--- src/rtl/rssb_pkg.sv ---
// Shared types and constants for the RSSB sequencer and its datapath.
package rssb_pkg;

    localparam int DEF_WIDTH    = 8;
    localparam int DEF_PC_WIDTH = 8;

    localparam logic [7:0] OP_HALT        = 8'h00;
    localparam int         RAM_WINDOW_BIT = 7;

    typedef logic [DEF_WIDTH-1:0]    word_t;
    typedef logic [DEF_PC_WIDTH-1:0] pc_t;

    typedef enum logic [1:0] {
        IDLE,
        FETCH,
        EXEC,
        HALT
    } state_t;

endpackage

--- src/rtl/rssb_sequencer_if.sv ---
// Program ROM and data RAM bus seen by the sequencer (master) and memories (slave).
interface rssb_sequencer_if #(
    parameter int WIDTH    = 8,
    parameter int PC_WIDTH = 8
);
    logic [PC_WIDTH-1:0] rom_addr;
    logic [WIDTH-1:0]    rom_data;
    logic [WIDTH-1:0]    mem_address;
    logic [WIDTH-1:0]    mem_wdata;
    logic                mem_write;
    logic [WIDTH-1:0]    mem_rdata;

    modport master (
        output rom_addr, mem_address, mem_wdata, mem_write,
        input  rom_data, mem_rdata
    );

    modport slave (
        input  rom_addr, mem_address, mem_wdata, mem_write,
        output rom_data, mem_rdata
    );
endinterface

--- src/rtl/rssb_alu.sv ---
// Reverse subtract mem - acc on sign-extended operands; the extra bit is the borrow.
module rssb_alu #(
    parameter int WIDTH = 8
) (
    input  logic [WIDTH-1:0] mem_rdata,
    input  logic [WIDTH-1:0] acc,
    output logic [WIDTH-1:0] res,
    output logic             borrow
);
    logic [WIDTH:0] diff;

    // Borrow is the sign of the true difference, so 127 - (-1) wraps res without skipping.
    assign diff   = {mem_rdata[WIDTH-1], mem_rdata} - {acc[WIDTH-1], acc};
    assign res    = diff[WIDTH-1:0];
    assign borrow = diff[WIDTH];
endmodule

--- src/rtl/rssb_sequencer.sv ---
// RSSB CPU sequencer: fetches operand addresses from ROM, subtracts, writes back and skips on borrow.
module rssb_sequencer
    import rssb_pkg::*;
#(
    parameter int WIDTH    = DEF_WIDTH,
    parameter int PC_WIDTH = DEF_PC_WIDTH
) (
    input  logic              clk,
    input  logic              rst,
    input  logic              start,
    rssb_sequencer_if.master  bus,
    output logic [WIDTH-1:0]  acc,
    output logic              busy,
    output logic              halted
);
    state_t              state, state_n;
    logic [PC_WIDTH-1:0] pc, pc_n;
    logic [WIDTH-1:0]    instr_q, instr_n;
    logic [WIDTH-1:0]    acc_n;
    logic [WIDTH-1:0]    res;
    logic                borrow;

    rssb_alu #(.WIDTH(WIDTH)) u_alu (
        .mem_rdata (bus.mem_rdata),
        .acc       (acc),
        .res       (res),
        .borrow    (borrow)
    );

    // NOTE: sequential state uses non-blocking assignments so every register samples pre-edge values.
    always_ff @(posedge clk or posedge rst) begin
        if (rst) begin
            state   <= IDLE;
            pc      <= '0;
            instr_q <= '0;
            acc     <= '0;
        end else begin
            state   <= state_n;
            pc      <= pc_n;
            instr_q <= instr_n;
            acc     <= acc_n;
        end
    end

    // NOTE: every output of this block gets a default first, so no path can infer a latch.
    always_comb begin
        state_n       = state;
        pc_n          = pc;
        instr_n       = instr_q;
        acc_n         = acc;
        bus.mem_write = 1'b0;
        unique case (state)
            IDLE, HALT: begin
                if (start) begin
                    state_n = FETCH;
                    pc_n    = '0;
                    acc_n   = '0;
                end
            end
            FETCH: begin
                instr_n = bus.rom_data;
                state_n = EXEC;
            end
            EXEC: begin
                if (instr_q == WIDTH'(OP_HALT)) begin
                    state_n = HALT;
                end else if (!instr_q[RAM_WINDOW_BIT]) begin
                    pc_n    = pc + PC_WIDTH'(1);
                    state_n = FETCH;
                end else begin
                    // Write strobe is decoded from state, so an async reset drops it at once.
                    bus.mem_write = 1'b1;
                    acc_n         = res;
                    pc_n          = pc + (borrow ? PC_WIDTH'(2) : PC_WIDTH'(1));
                    state_n       = FETCH;
                end
            end
            default: state_n = IDLE;
        endcase
    end

    assign bus.rom_addr    = pc;
    assign bus.mem_address = instr_q;
    assign bus.mem_wdata   = res;
    assign busy            = (state == FETCH) || (state == EXEC);
    assign halted          = (state == HALT);

endmodule

--- src/flat_wrapper.sv ---
// flat-port wrapper written by rule: the top's interface ports become plain ports
module rssb_sequencer_flat import rssb_pkg::*;
#(
    parameter int WIDTH    = DEF_WIDTH,
    parameter int PC_WIDTH = DEF_PC_WIDTH
)
  (clk, rst, start, acc, busy, halted, bus_rom_addr, bus_mem_address, bus_mem_wdata, bus_mem_write, bus_rom_data, bus_mem_rdata);
  rssb_sequencer_if #(.WIDTH(WIDTH), .PC_WIDTH(PC_WIDTH)) bus_i ();
  input  logic clk;
  input  logic rst;
  input  logic start;
  output logic [WIDTH-1:0] acc;
  output logic busy;
  output logic halted;
  output wire logic [$bits(bus_i.rom_addr)-1:0] bus_rom_addr;
  output wire logic [$bits(bus_i.mem_address)-1:0] bus_mem_address;
  output wire logic [$bits(bus_i.mem_wdata)-1:0] bus_mem_wdata;
  output wire logic [$bits(bus_i.mem_write)-1:0] bus_mem_write;
  input wire logic [$bits(bus_i.rom_data)-1:0] bus_rom_data;
  input wire logic [$bits(bus_i.mem_rdata)-1:0] bus_mem_rdata;
  assign bus_rom_addr = bus_i.rom_addr;
  assign bus_mem_address = bus_i.mem_address;
  assign bus_mem_wdata = bus_i.mem_wdata;
  assign bus_mem_write = bus_i.mem_write;
  assign bus_i.rom_data = bus_rom_data;
  assign bus_i.mem_rdata = bus_mem_rdata;
  rssb_sequencer #(.WIDTH(WIDTH), .PC_WIDTH(PC_WIDTH)) u_core (.clk(clk), .rst(rst), .start(start), .bus(bus_i), .acc(acc), .busy(busy), .halted(halted));
endmodule
--- config.mk ---
export PLATFORM = sky130hd
export DESIGN_NAME = rssb_sequencer_flat
export DESIGN_NICKNAME = d
export VERILOG_FILES = /design/src/rtl/rssb_pkg.sv /design/src/rtl/rssb_sequencer_if.sv /design/src/rtl/rssb_alu.sv /design/src/rtl/rssb_sequencer.sv /design/src/flat_wrapper.sv
export SDC_FILE = /design/constraint.sdc
export NUM_CORES = 1
export LEC_CHECK = 0
export CAP_MARGIN = 20
export CORE_ASPECT_RATIO = 1.75
export CORE_MARGIN = 2
export CORE_UTILIZATION = 46
export DETAILED_ROUTE_END_ITERATION = 7
export GPL_TIMING_DRIVEN = 0
export PLACE_DENSITY = 0.77
export SLEW_MARGIN = 20
export SYNTH_ARGS = -nofsm -noshare
export SYNTH_HDL_FRONTEND = slang
export SYNTH_SLANG_ARGS = --single-unit
export TNS_END_PERCENT = 5
--- constraint.sdc ---
create_clock -name clk -period 4.3 [get_ports clk]
set_clock_uncertainty 0.1 [all_clocks]
set_input_delay 0.86 -clock clk [delete_from_list [all_inputs] [get_ports clk]]
set_output_delay 0.86 -clock clk [all_outputs]
set_load 0.05 [all_outputs]
==> flow_summary.toml, run 1 <==
[worst_hold_path]
hold_class = "reg2reg"

[clocking]
clk_path_buf_depth = 2
cts_root_buffer = "clkbuf_8"
cts_setup_buffers = 0
htreeDepth = 1
cts_tree = "built"
cts_buffers = 3
cts_sinks = 26
cts_hold_buf = 0
clock_latency_ns = 0.28
path_clk_slew_ns = 0.08

[floorplanning]
io_pins = 54
start_util_pct = 48.1
dieArea_mm2 = 0.00403
die_w_um = 48.8
rows = 28
core_area_mm2 = 0.00336
die_y_um = 82.5

[place]
dp.cells = 265
place_area_mm2 = 0.00221
port_buffers = 53
gp_congestion = 0.773
hpwl_um = 3100

[drt]
vias_per_cell = 5.47
drt-total-wl_um = 3810
routed-via-count = 1472
drt_pass1_iterations = 6
wl_per_cell_um = 14.2
drt_iter0_drc = 20
drc = 0
postRouteAntennaNets = 0

[sta]
rsz0062_at_grt = "false"
fin_crit_ns = 4.16
tightest_slew_ns = 0.924
setup_violations = 0
hold_viol_final = 0
clock.fmax_ghz = 0.240
slew_viol_final = 0
slew_headroom_pct = 38.0
post-route-period-util_pct = 96.8

[yosys]
ys_seq_area_share_pct = 40.2
yosysWarnings = 0
synthDistinctLibCells = 36
yosys_register_bits = 26
synthesis.area_mm2 = 0.00162
syn_nets = 201
syn_inst = 167
avgSynthCellArea_um2 = 9.69

[finish]
drive_gt1_share_pct = 8.04
finalCoreUtilization_pct = 67.8
fin_cells = 269
fin_nets = 259
nFillCells = 291
syn2layout_area_growth_pct = 40.9
design_area_mm2 = 0.00228
layout_commonest_cell = "clkdlybuf4s50_1"
layout_common_cells = "51 x clkdlybuf4s50_1, 26 x dfrtp_1, 17 x nand2_1, 16 x inv_1"
antennaDiodeCount = 0

[worst_setup_path]
required_ns = 3.34
r2r_cells = 13
path_max_fanout = 3
cpPeakStageDelay_ns = 0.84
cp.depth = 8
start_kind = "primary input"
critPathTopFamily = "buffers and inverters"
endpoint = "bus_mem_wdata[7]"
crit_path_end_kind = "primary output"
r2r-start = "u_core.acc[0]$_DFFE_PP0P_"
worst_setup_path_startpoint = "bus_mem_rdata[0]"
rrSetupSlack_ns = 0.91
worstSetupPathType = "in2out"
r2r_end = "u_core.bus.rom_addr[7]$_DFFE_PP0P_"
path_buf_inv = 3
crit_arrival_ns = 3.20
crit_chain = "clkdlybuf4s50_1, inv_1, ha_1, nand2b_1, a21oi_1, o21ai_0, xnor2_1, clkdlybuf4s50_1"
critPathSlowestCell = "clkdlybuf4s50_1"
path_common_cell = "clkdlybuf4s50_1"

[global_route]
grt_max_degree = 27
grt_pass1_wl_um = 6600
grt_pass1_vias = 1572
grt-ovfl-total = 0
grt_antenna_before_repair = 0
grt.total_usage_pct = 20.7

[job]
cap_violations = 0

[status]
status = "finished clean"
-- registers in the layout, indices dropped and copies added, names as in the netlist --
signal / flops
u_core.bus.rom_addr: 8
u_core.bus.mem_address: 8
u_core.acc: 8
u_core.state: 2
-- cells by family after synthesis --
group	count (synthesis)	share of synthesized area [%]
compound gates	42	17.3
xor+xnor	2	1.08
fa+ha+maj	15	12.5
buf+inv	20	4.87
flops	26	40.2
mux	9	6.26
simple gates	53	17.8
-- worst register-to-register path: stages (launching register included) --
cell     delay (ns)
dfrtp_1        0.40
ha_1           0.22
fa_2           0.35
nor2b_1        0.15
o31a_1         0.18
o21ai_1        0.10
and2_1         0.19
a21o_1         0.19
ha_1           0.28
a21oi_1        0.08
and4b_1        0.29
nand3_1        0.10
or4b_2         0.63
nand3_1        0.10
-- routing by layer --
metal | global-route usage (%) | up-vias | wire length, um
met5 | 0 | - | 0
met4 | 8.00 | 0 | 54
met3 | 2.88 | 5 | 177
met2 | 42.6 | 49 | 2170
met1 | 20.5 | 711 | 1400
li1 | - | 707 | -
-- per-stage QoR --
step	hold slack [ns]	TNS, ns	setup WS (ns)
finish	0.427	0	0.137
global route	0.472	0	0.00963
CTS	0.439	0	0.0807
detailed placement	0.414	-0.317	-0.168
global placement	0.394	-0.269	-0.163
floorplan	0.453	0	0.560
-- final cells by class --
cell class,instances,area [um^2],area share [%]
clock buffers,3,41.3,1.81
multi-input cells,121,892,39.1
inverters,17,63.8,2.80
clock inverters,1,30.0,1.32
repair buffers,53,532,23.3
flip-flops and latches,26,651,28.5
plain buffers,3,15.0,0.658
well taps,45,56.3,2.47
-- synth_stat cells --
master | instances | share of area (%)
a211oi_1 | 1 | 0.46
a21boi_0 | 1 | 0.46
a21o_1 | 2 | 0.93
a21oi_1 | 9 | 2.8
a22o_1 | 6 | 3.2
a32o_1 | 1 | 0.62
and2_1 | 4 | 1.5
and4b_1 | 1 | 0.62
buf_4 | 1 | 0.46
clkbuf_1 | 2 | 0.46
dfrtp_1 | 26 | 40
fa_1 | 2 | 2.5
ha_1 | 13 | 10
inv_1 | 17 | 3.9
mux2_2 | 9 | 6.3
nand2_1 | 17 | 3.9
nand2b_1 | 4 | 1.5
nand3_1 | 4 | 1.2
nand3b_1 | 1 | 0.46
nor2_1 | 8 | 1.9
nor2b_1 | 2 | 0.77
nor3_1 | 3 | 0.93
nor3b_1 | 1 | 0.46
nor4bb_1 | 2 | 1.2
o211ai_1 | 1 | 0.46
o21a_1 | 2 | 0.93
o21ai_0 | 14 | 4.3
o22ai_1 | 2 | 0.77
o31a_1 | 1 | 0.54
o31ai_1 | 1 | 0.46
o31ai_4 | 1 | 1.3
or3_1 | 3 | 1.2
or4_4 | 1 | 0.70
or4b_2 | 1 | 0.62
or4bb_1 | 1 | 0.70
xnor2_1 | 2 | 1.1
-- worst min-delay path by stage --
stage,start,end,slack (ns),cells after the start
CTS,u_core.acc[0]$_DFFE_PP0P_,u_core.acc[0]$_DFFE_PP0P_,0.44,2
detailed placement,u_core.acc[6]$_DFFE_PP0P_,u_core.acc[6]$_DFFE_PP0P_,0.41,2
finish,u_core.acc[0]$_DFFE_PP0P_,u_core.acc[0]$_DFFE_PP0P_,0.43,2
global route,u_core.acc[4]$_DFFE_PP0P_,u_core.acc[4]$_DFFE_PP0P_,0.47,1
floorplan,u_core.state[0]$_DFFE_PP0P_,u_core.state[0]$_DFFE_PP0P_,0.45,2
global placement,u_core.acc[0]$_DFFE_PP0P_,u_core.acc[0]$_DFFE_PP0P_,0.39,2
-- timing repair --
item                                    4_1_cts  5_1_grt
resized for setup                             1        4
endpoints found under the setup margin        1        3
pin swaps                                     0        1
Power of run 1 is not shown: default switching activity piles up to over one toggle a cycle in this logic, so the estimate is an artifact.
==> inputs of run 2 (changes only) <==
--- a/config.mk
+++ b/config.mk
@@ -6,14 +6,14 @@
 export NUM_CORES = 1
 export LEC_CHECK = 0
 export CAP_MARGIN = 20
-export CORE_ASPECT_RATIO = 1.75
 export CORE_MARGIN = 2
-export CORE_UTILIZATION = 46
+export CORE_UTILIZATION = 47
 export DETAILED_ROUTE_END_ITERATION = 7
 export GPL_TIMING_DRIVEN = 0
 export PLACE_DENSITY = 0.77
 export SLEW_MARGIN = 20
 export SYNTH_ARGS = -nofsm -noshare
 export SYNTH_HDL_FRONTEND = slang
+export SYNTH_HIERARCHICAL = 1
 export SYNTH_SLANG_ARGS = --single-unit
 export TNS_END_PERCENT = 5
==> flow_summary.toml, run 2 <==
[finish]
fin_cells = 305
syn2layout_area_growth_pct = 35.3
antennaDiodeCount = 0
drive_gt1_share_pct = 7.78
nFillCells = 322
layout_common_cells = "50 x clkdlybuf4s50_1, 29 x inv_1, 26 x dfrtp_1, 13 x ha_1"
layout_commonest_cell = "clkdlybuf4s50_1"
fin_nets = 292

[sta]
hold_viol_final = 0
clock.fmax_ghz = 0.239
final.setup.tns_ns = 0
slew_viol_final = 0
post-route-period-util_pct = 97.2
rsz0062_at_grt = "false"
whs_ns = 0.447
fin_crit_ns = 4.18
tightest_slew_ns = 0.918
setup_slack_ns = 0.122
slew_headroom_pct = 38.4
setup_violations = 0

[yosys]
yosysWarnings = 6
synthesis.area_mm2 = 0.00182
async_flop_share_pct = 100
synth_top_area_cell = "dfrtp_1"
syn_nets = 234
yosys.area.top_type_share_pct = 35.8
synth_area_leaders = "dfrtp_1 36%, ha_1 8.9%, inv_1 6.2%"
synthDistinctLibCells = 45
synth_flop_cell = "dfrtp_1"
avgSynthCellArea_um2 = 9.10
synth_edf_count = 0
synth_common_cells = "30 x inv_1, 26 x dfrtp_1, 13 x ha_1"
yosys_register_bits = 26
ys_seq_area_share_pct = 35.8
syn_inst = 200
synth.most_common_cell = "inv_1"

[global_route]
grt_pass1_vias = 1603
grt.total_usage_pct = 21.1
grt_max_degree = 27
busiest_layer = "met2"
met2_usage_pct = 34.5
grt_antenna_before_repair = 0
use_met1_pct = 29.3
grt-ovfl-total = 0
grt_pass1_wl_um = 7290
use_met3_pct = 5.28

[drt]
vias_per_cell = 5.49
postRouteAntennaNets = 0
drt_pass1_iterations = 4
drt-total-wl_um = 4150
drt_iter0_drc = 107
wl_per_cell_um = 13.6
routed-via-count = 1674
drc = 0

[floorplanning]
start_util_pct = 49.3
die_y_um = 66.2
rows = 22
dieArea_mm2 = 0.00438
die_w_um = 66.2
io_pins = 54
core_area_mm2 = 0.00369

[worst_setup_path]
r2r-start = "u_core/acc[0]$_DFFE_PP0P_"
r2r_end = "u_core/bus.rom_addr[6]$_DFFE_PP0P_"
rrSetupSlack_ns = 1.18
worstSetupPathType = "in2out"
r2r_cells = 13
required_ns = 3.34
cpPeakStageDelay_ns = 0.81
worst_setup_path_startpoint = "bus_mem_rdata[2]"
crit_arrival_ns = 3.22
critPathSlowestCell = "clkdlybuf4s50_1"
crit_path_end_kind = "primary output"
endpoint = "bus_mem_wdata[5]"
crit_chain = "clkdlybuf4s50_1, ha_1, o21ai_0, a21oi_1, or4_1, nand3_1, clkdlybuf4s50_1"
path_max_fanout = 4
path_common_cell = "clkdlybuf4s50_1"
start_kind = "primary input"

[worst_hold_path]
hold_class = "reg2reg"
whs_path_depth = 1

[clocking]
cts_setup_buffers = 0
cts_sinks = 26
cts_buffers = 3
clk_path_buf_depth = 2
cts_root_buffer = "clkbuf_8"
htreeDepth = 1
path_clk_slew_ns = 0.09
cts_tree = "built"
clock_latency_ns = 0.27

[place]
port_buffers = 53
pre_cts_ws_ns = -0.292
hpwl_um = 3140
gp_congestion = 0.787
dp.cells = 301

[status]
status = "finished clean"

[job]
cap_violations = 0
==> run 2: repair_timing <==
item	4_1_cts	5_1_grt
gates resized for setup	2	4
endpoints found under the setup margin	2	2
hold buffers	0	0
==> run 2: through the flow <==
stage	utilization, %	instance area (um^2)
detailed placement	65.3	2410
floorplan	-	1820
global placement	65.3	2410
CTS	66.8	2460
finish	66.7	2460
global route	66.7	2460
==> run 2: layer usage <==
layer / vias to the layer above / routed length, um
li1: 830 / -
met1: 792 / 1960
met2: 50 / 1900
met3: 2 / 278
met4: 0 / 11
met5: - / 0
==> run 2: worst min-delay path by stage <==
stage	slack, ns	end	from
floorplan	0.45	u_core/state[1]$_DFFE_PP0P_	u_core/state[1]$_DFFE_PP0P_
global placement	0.42	u_core/bus.mem_address[2]$_DFFE_PP0N_	u_core/bus.mem_address[2]$_DFFE_PP0N_
detailed placement	0.42	u_core/bus.mem_address[5]$_DFFE_PP0N_	u_core/bus.mem_address[5]$_DFFE_PP0N_
CTS	0.45	u_core/bus.mem_address[3]$_DFFE_PP0N_	u_core/bus.mem_address[3]$_DFFE_PP0N_
global route	0.48	u_core/bus.mem_address[3]$_DFFE_PP0N_	u_core/bus.mem_address[3]$_DFFE_PP0N_
finish	0.45	u_core/bus.mem_address[3]$_DFFE_PP0N_	u_core/bus.mem_address[3]$_DFFE_PP0N_
==> run 2: layout make-up <==
class / count / area (um^2) / share of cell area (%)
multi-input cells: 136 / 1010 / 41.1
well taps: 48 / 60.1 / 2.44
inverters: 30 / 113 / 4.58
plain buffers: 8 / 43.8 / 1.78
clock buffers: 4 / 55.1 / 2.24
flip-flops and latches: 26 / 651 / 26.4
repair buffers: 53 / 527 / 21.4
==> run 2: cell families (layout without fill, tap and decap cells) <==
group,count (synthesis),after routing,share of synthesized area (%)
compound gates,52,52,20.1
xor+xnor,2,2,0.963
fa+ha+maj,15,15,11.1
buf+inv,38,95,8.60
flops,26,26,35.8
mux,8,8,4.95
simple gates,59,59,18.5
==> run 2: worst max-delay path, delay by kind of cell <==
family          cells  cell delay, ns
compound gates      2            0.27
simple gates        2            0.54
buf+inv             2            1.21
fa+ha+maj           1            0.33
Power of run 2 is left out for the same reason.
